## src/rtl/ram_port_arbiter.sv

```systemverilog
// rtl/ram_port_arbiter.sv - two-port arbiter sharing one single-port RAM with burst-limited round-robin
module ram_port_arbiter #(
    parameter int DATA_WIDTH         = 16,
    parameter int RAM_REGISTER_COUNT = 1024,
    parameter int BURST_MAX          = 4,
    localparam int ADDR_W            = $clog2(RAM_REGISTER_COUNT)
) (
    input  logic                  clk,
    input  logic                  reset,
    input  logic                  p0_req,
    input  logic                  p0_we,
    input  logic [ADDR_W-1:0]     p0_addr,
    input  logic [DATA_WIDTH-1:0] p0_wdata,
    output logic                  p0_gnt,
    output logic                  p0_rvalid,
    input  logic                  p1_req,
    input  logic                  p1_we,
    input  logic [ADDR_W-1:0]     p1_addr,
    input  logic [DATA_WIDTH-1:0] p1_wdata,
    output logic                  p1_gnt,
    output logic                  p1_rvalid,
    output logic [DATA_WIDTH-1:0] rdata,
    input  logic [DATA_WIDTH-1:0] ram_in_m,
    output logic [DATA_WIDTH-1:0] ram_out_m,
    output logic                  ram_write_m,
    output logic [ADDR_W-1:0]     ram_data_addr
);
    localparam int CNT_W = $clog2(BURST_MAX + 1);
    localparam logic [CNT_W-1:0] CNT_MAX = CNT_W'(BURST_MAX);

    logic             owner_q;
    logic [CNT_W-1:0] cnt_q;
    logic             rv0_q;
    logic             rv1_q;
    logic             gnt_any;
    logic             gnt_sel;

    // gnt_sel is the granted port; it stays 0 when idle so the RAM sees port 0's address
    always_comb begin
        gnt_any = 1'b0;
        gnt_sel = 1'b0;
        if (!reset) begin
            if (p0_req && p1_req) begin
                gnt_any = 1'b1;
                gnt_sel = (cnt_q < CNT_MAX) ? owner_q : ~owner_q;
            end else if (p0_req) begin
                gnt_any = 1'b1;
                gnt_sel = 1'b0;
            end else if (p1_req) begin
                gnt_any = 1'b1;
                gnt_sel = 1'b1;
            end
        end
    end

    assign p0_gnt        = gnt_any && !gnt_sel;
    assign p1_gnt        = gnt_any && gnt_sel;
    assign ram_data_addr = gnt_sel ? p1_addr : p0_addr;
    assign ram_out_m     = gnt_sel ? p1_wdata : p0_wdata;
    assign ram_write_m   = gnt_any && (gnt_sel ? p1_we : p0_we);

    always_ff @(posedge clk) begin
        if (reset) begin
            owner_q <= 1'b0;
            cnt_q   <= '0;
        end else if (!gnt_any) begin
            cnt_q <= '0;
        end else if (gnt_sel == owner_q) begin
            if (cnt_q != CNT_MAX) begin
                cnt_q <= cnt_q + 1'b1;
            end
        end else begin
            owner_q <= gnt_sel;
            cnt_q   <= CNT_W'(1);
        end
    end

    always_ff @(posedge clk) begin
        if (reset) begin
            rv0_q <= 1'b0;
            rv1_q <= 1'b0;
        end else begin
            rv0_q <= p0_req && p0_gnt && !p0_we;
            rv1_q <= p1_req && p1_gnt && !p1_we;
        end
    end

    // A read accepted just before reset must not surface while reset is held
    assign p0_rvalid = rv0_q && !reset;
    assign p1_rvalid = rv1_q && !reset;
    assign rdata     = ram_in_m;
endmodule

```

## config.mk

```make
export PLATFORM = sky130hd
export DESIGN_NAME = ram_port_arbiter
export DESIGN_NICKNAME = d
export VERILOG_FILES = /design/src/rtl/ram_port_arbiter.sv
export SDC_FILE = /design/constraint.sdc
export NUM_CORES = 1
export LEC_CHECK = 0
export BUFFER_PORTS_ARGS = -buffer_cell sky130_fd_sc_hd__buf_4
export CAP_MARGIN = 5
export CORE_MARGIN = 10
export CORE_UTILIZATION = 33
export CTS_CLUSTER_SIZE = 20
export DETAILED_ROUTE_END_ITERATION = 7
export HOLD_SLACK_MARGIN = 0.08
export PLACE_DENSITY = 0.9
export SYNTH_ARGS = -nofsm -noshare
export SYNTH_HDL_FRONTEND = slang
export SYNTH_SLANG_ARGS = --single-unit
```

## constraint.sdc

```tcl
create_clock -name clk -period 5.2 [get_ports clk]
set_input_delay 1.04 -clock clk [delete_from_list [all_inputs] [get_ports clk]]
set_output_delay 1.04 -clock clk [all_outputs]
set_load 0.1 [all_outputs]
```

==> results of run 1 <==
==> placed cells by master, fill, tap and decap left out, drive strengths merged <==
cell type and count:
a21oi 1, clkbuf 3, o211ai 1, o211a 1
ha 2, buf 89, inv 5, and2 1
a31oi 1, nand3 1, xnor2 1, mux2 28
nand2 2, a22oi 1, nor2b 6, nor2 2
a21boi 1, o21bai 1, a211oi 2, nand3b 1
nor4 1, dfxtp 6, o21ai 3, mux2i 1
==> tightest hold or removal path, cell delays in order (launching register included) <==
cell,delay (ns)
dfxtp_1,0.32
nand3_1,0.08
a21boi_0,0.08
==> state kept, by name, indices dropped and copies added, names as in the netlist <==
signal and flops:
cnt_q 3, owner_q 1, rv0_q 1, rv1_q 1
==> metrics by stage <==
stage / hold WS, ns / worst slack, ns / instances / cell area, um^2 / total power [mW]
floorplan: 0.482 / 1.47 / 90 / 850 / 0.276
global placement: 0.502 / 1.43 / 188 / 1380 / 0.278
detailed placement: 0.524 / 1.36 / 188 / 1380 / 0.282
CTS: 0.530 / 1.36 / 191 / 1410 / 0.325
global route: 0.557 / 1.26 / 191 / 1410 / 0.338
finish: 0.533 / 1.38 / 191 / 1410 / 0.321
==> area by class of cell <==
type                       count  share of cell area [%]
timing repair buffer          89                    47.6
multi-input combinational     58                    38.3
sequential                     6                    8.55
tap                           30                    2.67
clock buffer                   3                    1.60
inverter                       5                    1.34
==> synth_stat cells (2+ instances only) <==
| master | instances | share of area [%] |
|---|---|---|
| mux2_2 | 20 | 27 |
| ha_1 | 2 | 2.9 |
| o21ai_0 | 3 | 1.8 |
| dfxtp_1 | 6 | 14 |
| buf_4 | 17 | 15 |
| nor2b_1 | 6 | 4.4 |
| nand2_1 | 2 | 0.88 |
| inv_1 | 5 | 2.2 |
| nor2_1 | 2 | 0.88 |
| buf_6 | 4 | 5.3 |
| mux2_1 | 8 | 11 |
==> cells by family (layout without fill, tap and decap cells) <==
kind of cell / after synthesis / in the layout
muxes: 29 / 29
buffers and inverters: 26 / 97
and+or+nand+nor: 14 / 14
AOI/OAI and AO/OA: 12 / 12
DFF: 6 / 6
adders and majority gates: 2 / 2
xor gates and xnor gates: 1 / 1
==> power groups by stage <==
stage          clock network, mW  registers [mW]  logic, mW
6_report                  0.0403          0.0510      0.230
2_1_floorplan                  0          0.0501      0.226
3_5_place_dp                   0          0.0516      0.231
5_1_grt                   0.0481          0.0510      0.238
4_1_cts                   0.0425          0.0508      0.231
3_3_place_gp                   0          0.0514      0.227
==> worst min-delay path by stage <==
stage / startpoint / endpoint / slack [ns]
after floorplan: cnt_q[1] / cnt_q[1] / 0.48
after global placement: cnt_q[1] / cnt_q[1] / 0.50
after detailed placement: cnt_q[1] / cnt_q[1] / 0.52
after CTS: cnt_q[1] / cnt_q[1] / 0.53
after global routing: cnt_q[1] / cnt_q[1] / 0.56
final: cnt_q[1] / cnt_q[1] / 0.53
==> per-layer routing <==
metal	share of wire [%]	wire [um]	vias to the layer above
li1	-	-	438
met1	30	1070	414
met2	58	2080	49
met3	12	445	4
met4	0.33	12	0
met5	0	0	-
==> flow_metrics.py, run 1 <==
metrics = {
    "routing": {
        "drcViolationCount": 0,
        "routed_via_density": 4.74,
        "wirelength_um": 3610,
        "drt-wirelength-per-cell_um": 18.9,
        "vias": 905,
        "ant_nets": 0,
        "drt_iter0_markers": 44,
        "drt_pass1_iterations": 2,
    },
    "global_routing": {
        "grt_busiest_layer": "met2",
        "grt_pass1_wl_um": 5500,
        "globalRouteOverflowTotal": 0,
        "grt_usage_pct": 13.5,
        "antenna_found_initial": 0,
        "use_met1_pct": 10.3,
        "grt_max_degree": 18,
        "met3_usage_pct": 9.07,
        "use_met2_pct": 26.2,
        "grt_pass1_vias": 1104,
    },
    "floorplanning": {
        "die_x_um": 70.7,
        "coreArea_mm2": 0.00248,
        "rows": 18,
        "die_area_mm2": 0.00500,
        "die_h_um": 70.7,
        "ios": 121,
        "start_util_pct": 34.3,
    },
    "synth": {
        "synthMuxAreaShare_pct": 38.3,
        "synth-seq-cells": 6,
        "syn-num-nets": 166,
        "netlist_area_um2": 850,
        "synth_edf_count": 0,
        "synth_fa_ha_area_share_pct": 2.95,
        "ys_warn_count": 0,
        "ys_types": 26,
        "synth_xor_area_share_pct": 1.91,
        "synth_ff_type": "dfxtp_1",
        "syn_area_per_cell_um2": 9.44,
        "ys_seq_area_share_pct": 14.1,
        "synthCells": 90,
        "synth-compound-area-share_pct": 11.0,
        "synth_simple_gate_area_share_pct": 9.13,
        "synth_top_family_by_area": "multiplexers",
        "async_reset_ff_share_pct": 0,
    },
    "timing": {
        "min_period_ns": 3.82,
        "grt_setup_unrepaired": "no",
        "fmax_ghz": 0.262,
        "hold_viol_final": 0,
        "slew_headroom_pct": 52.5,
        "period_share_pct": 73.4,
        "setup-tns-final_ns": 0,
        "drv_slew": 0,
        "setup_violations": 0,
        "tightest_slew_ns": 0.710,
        "clock_skew_ns": 0.000559,
    },
    "worst_setup_path": {
        "worst-setup-path-type": "primary input to primary output",
        "cp_slowest_stage_delay_ns": 0.58,
        "r2r-start": "cnt_q[2]",
        "r2r-end": "rv1_q",
        "path_common_cell": "buf_4",
        "cp_num_buf_inv": 4,
        "worst-r2r-cell-count": 4,
        "cp.arrival_ns": 2.78,
        "start_kind": "primary input",
        "rrSetupSlack_ns": 3.31,
        "critPathTopFamily": "buffers and inverters",
        "path_max_fanout": 17,
        "end_kind": "primary output",
        "critPathRequiredTime_ns": 4.16,
        "crit_path_end": "ram_data_addr[9]",
        "cp_slowest_cell": "a211oi_4",
        "path_depth": 6,
        "crit_start": "p1_req",
        "worstPathCellList": "buf_4, inv_1, a211oi_4, buf_4, mux2_2, buf_4",
    },
    "cells_and_area": {
        "regArea_um2": 120,
        "antenna_cells": 0,
        "finish.utilization_pct": 56.7,
        "fin_nets": 239,
        "syn_to_final_growth_pct": 65.4,
        "layout-drive-gt1-share_pct": 70.8,
        "multiInputGateArea_um2": 538,
        "n_fill_cell": 226,
    },
    "power_and_ir_drop": {
        "peakVddDrop_mv": 0.164,
        "power_frac_seq_pct": 15.9,
        "combPwrFrac_pct": 71.6,
        "intPower_uw": 144,
        "p_sw_share_pct": 55.3,
        "p_sw_uw": 178,
        "leakagePower_nw": 0.696,
        "p_per_area_mw_per_mm2": 229,
        "p_clk_share_pct": 12.5,
    },
    "clock_tree": {
        "clock_latency_ns": 0.24,
        "htreeDepth": 1,
        "cts_buffer_depth": 2,
        "cts_made_buffers": 3,
        "cts_root_buffer": "clkbuf_4",
        "cts_tree": "done",
        "cts-hold-fix-buffers": 0,
        "post_cts_resized": 0,
        "postCtsSetupBuffers": 0,
        "clock-sinks": 6,
        "clk_pin_slew_ns": 0.04,
    },
    "placed_design": {
        "dp_hpwl_um": 3240,
        "io_buffers": 88,
        "gp_congestion": 0.719,
    },
    "run_status": {
        "outcome": "completed",
    },
    "min_path": {
        "min_path_type": "flop to flop",
        "hold_depth": 2,
    },
    "flow_run": {
        "drv_cap": 0,
    },
}
(Power assumes the default switching activity.)
==> run 2, diff against run 1 <==
- ABC_AREA: not set -> 1
- CORE_UTILIZATION: 33 -> 27
- PLACE_DENSITY: 0.9 -> 0.8
- clock period: 5.2 -> 3.06 ns (I/O delays scaled with it)
==> run 2 against run 1 <==
Net effect:
- core utilization decreased by 11 points
- final cell count rose by 31%
- via count increased by 20%
- critical endpoint is now ram_write_m
- highest routed layer unchanged
==> flow_metrics.py, run 2 <==
metrics = {
    "global_routing": {
        "grt_pass1_vias": 1148,
        "grt_usage_pct": 10.8,
        "grt_pass1_wl_um": 4730,
        "globalRouteOverflowTotal": 0,
        "antenna_found_initial": 0,
        "grt_max_degree": 32,
    },
    "floorplanning": {
        "start_util_pct": 27.6,
        "ios": 121,
        "die_x_um": 75.4,
        "rows": 20,
        "die_area_mm2": 0.00569,
        "die_h_um": 75.4,
        "coreArea_mm2": 0.00300,
    },
    "timing": {
        "grt_setup_unrepaired": "no",
        "period_share_pct": 81.0,
        "hold_viol_final": 0,
        "clock_skew_ns": 0.00349,
        "slew_headroom_pct": 66.2,
        "setup_ws_ns": 0.582,
        "drv_slew": 0,
        "setup-tns-final_ns": 0,
        "tightest_slew_ns": 0.506,
        "min_period_ns": 2.48,
        "fmax_ghz": 0.404,
        "setup_violations": 0,
    },
    "cells_and_area": {
        "fin_nets": 296,
        "finish.utilization_pct": 45.8,
        "mostFrequentLayoutCell": "buf_4",
        "fin_area_mm2": 0.00138,
        "layout-drive-gt1-share_pct": 48.2,
        "layout_common_cells": "89 x buf_4, 77 x nand2_1, 10 x nor2_1, 9 x inv_1, 8 x nand2_2",
        "regArea_um2": 120,
        "multiInputGateArea_um2": 483,
        "antenna_cells": 0,
        "largest_reg_flops": 3,
        "n_fill_cell": 333,
        "syn_to_final_growth_pct": 65.9,
        "largest-register": "cnt_q",
    },
    "synth": {
        "ys_types": 19,
        "synthMuxAreaShare_pct": 0,
        "async_reset_ff_share_pct": 0,
        "ys_seq_area_share_pct": 14.5,
        "syn_area_per_cell_um2": 5.61,
        "synth-seq-cells": 6,
        "synthCells": 148,
        "synth_common_cells": "77 x nand2_1, 16 x buf_4, 11 x nor2_1",
        "synthTopCellsByArea": "nand2_1 35%, dfxtp_1 14%, buf_4 14%",
        "synth_xor_area_share_pct": 2.11,
        "synth-compound-area-share_pct": 2.71,
        "synth_ff_type": "dfxtp_1",
        "ys_warn_count": 0,
        "synth_edf_count": 0,
        "synth_fa_ha_area_share_pct": 3.02,
        "post-synth-top-count-cell": "nand2_1",
        "netlist_area_um2": 830,
        "syn-num-nets": 224,
        "synth_top_family_by_area": "simple AND/OR/NAND/NOR gates",
        "synth_top_area_cell": "nand2_1",
        "synth_simple_gate_area_share_pct": 50.1,
        "netlist.area_leader.share_pct": 34.8,
    },
    "routing": {
        "ant_nets": 0,
        "vias": 1088,
        "drt_iter0_markers": 47,
        "wirelength_um": 3120,
        "drcViolationCount": 0,
        "drt_pass1_iterations": 4,
        "drt-wirelength-per-cell_um": 12.4,
        "routed_via_density": 4.33,
    },
    "placed_design": {
        "gp_congestion": 0.743,
        "io_buffers": 88,
        "dp_hpwl_um": 2710,
        "pre_cts_slack_ns": 0.558,
        "placed_cell_area_mm2": 0.00135,
    },
    "power_and_ir_drop": {
        "intPower_uw": 240,
        "p_clk_share_pct": 12.2,
        "p_per_area_mw_per_mm2": 426,
        "p_sw_uw": 346,
        "p_sw_share_pct": 59.0,
        "power.total_uw": 586,
        "peakVddDrop_mv": 0.221,
        "leakagePower_nw": 0.834,
        "combPwrFrac_pct": 73.1,
        "power_frac_seq_pct": 14.7,
    },
    "worst_setup_path": {
        "cp_slowest_cell": "inv_2",
        "worst-setup-path-type": "primary input to primary output",
        "cp_slowest_stage_delay_ns": 0.38,
        "critPathRequiredTime_ns": 2.45,
        "path_max_fanout": 31,
        "start_kind": "primary input",
        "critPathTopFamily": "buffers and inverters",
        "rrSetupSlack_ns": 1.74,
        "cp_num_buf_inv": 3,
        "worstPathCellList": "buf_4, nor2_1, nand2_2, inv_2, o21bai_1, nor2_1, buf_4",
        "end_kind": "primary output",
        "cp.arrival_ns": 1.87,
    },
    "clock_tree": {
        "htreeDepth": 1,
        "cts_root_buffer": "clkbuf_4",
        "clock_latency_ns": 0.24,
        "cts_tree": "done",
        "cts-hold-fix-buffers": 0,
        "cts_made_buffers": 3,
        "clock-sinks": 6,
        "post_cts_resized": 0,
        "clk_pin_slew_ns": 0.04,
        "postCtsSetupBuffers": 0,
        "cts_buffer_depth": 2,
    },
    "min_path": {
        "min_path_type": "primary input to flop",
    },
    "run_status": {
        "outcome": "completed",
    },
    "flow_run": {
        "drv_cap": 0,
    },
}
## run 2: logic make-up (layout without fill, tap and decap cells)
family	after synthesis	in the layout
AOI/OAI and AO/OA	4	4
xor gates and xnor gates	2	2
adders and majority gates	2	2
buffers and inverters	33	103
DFF	6	6
and+or+nand+nor	101	101
## run 2: worst paths after layout
kind / start / depth (start not counted) / to
min: p1_we / 2 / rv1_q
min reg2reg: owner_q / 2 / owner_q
max: reset / 7 / ram_write_m
max reg2reg: cnt_q[2] / 8 / cnt_q[2]
## run 2: worst reg2reg max path: cells and delay by family (launching register included)
family	cells	cell delay, ns
AND/OR/NAND/NOR	6	0.45
flip-flops	1	0.40
buffers and inverters	2	0.36
## run 2: metal layers
metal | global-route usage (%) | vias up | routed length, um
li1 | - | 563 | -
met1 | 9.07 | 460 | 884
met2 | 17.8 | 55 | 1630
met3 | 7.81 | 10 | 522
met4 | 6.80 | 0 | 82
met5 | 0 | - | 0
## run 2: area by class of cell
class	instances	area share [%]
Multi-Input combinational cell	109	35.1
Inverter	11	3.00
Sequential cell	6	8.73
Timing Repair Buffer	89	48.5
Clock buffer	3	1.64
Tap cell	33	3.00
## run 2: stage by stage
stage	hold WS, ns	std cells
2_1_floorplan	0.529	148
3_3_place_gp	0.557	248
3_5_place_dp	0.553	248
4_1_cts	0.533	251
5_1_grt	0.530	251
6_report	0.541	251
## run 2: power by group through the flow
| stage | registers [mW] | logic (mW) | clock network, mW |
|---|---|---|---|
| final | 0.0861 | 0.428 | 0.0717 |
| after global routing | 0.0866 | 0.452 | 0.0827 |
| after CTS | 0.0861 | 0.432 | 0.0770 |
| after detailed placement | 0.0876 | 0.432 | 0 |
| after global placement | 0.0874 | 0.428 | 0 |
| after floorplan | 0.0869 | 0.411 | 0 |
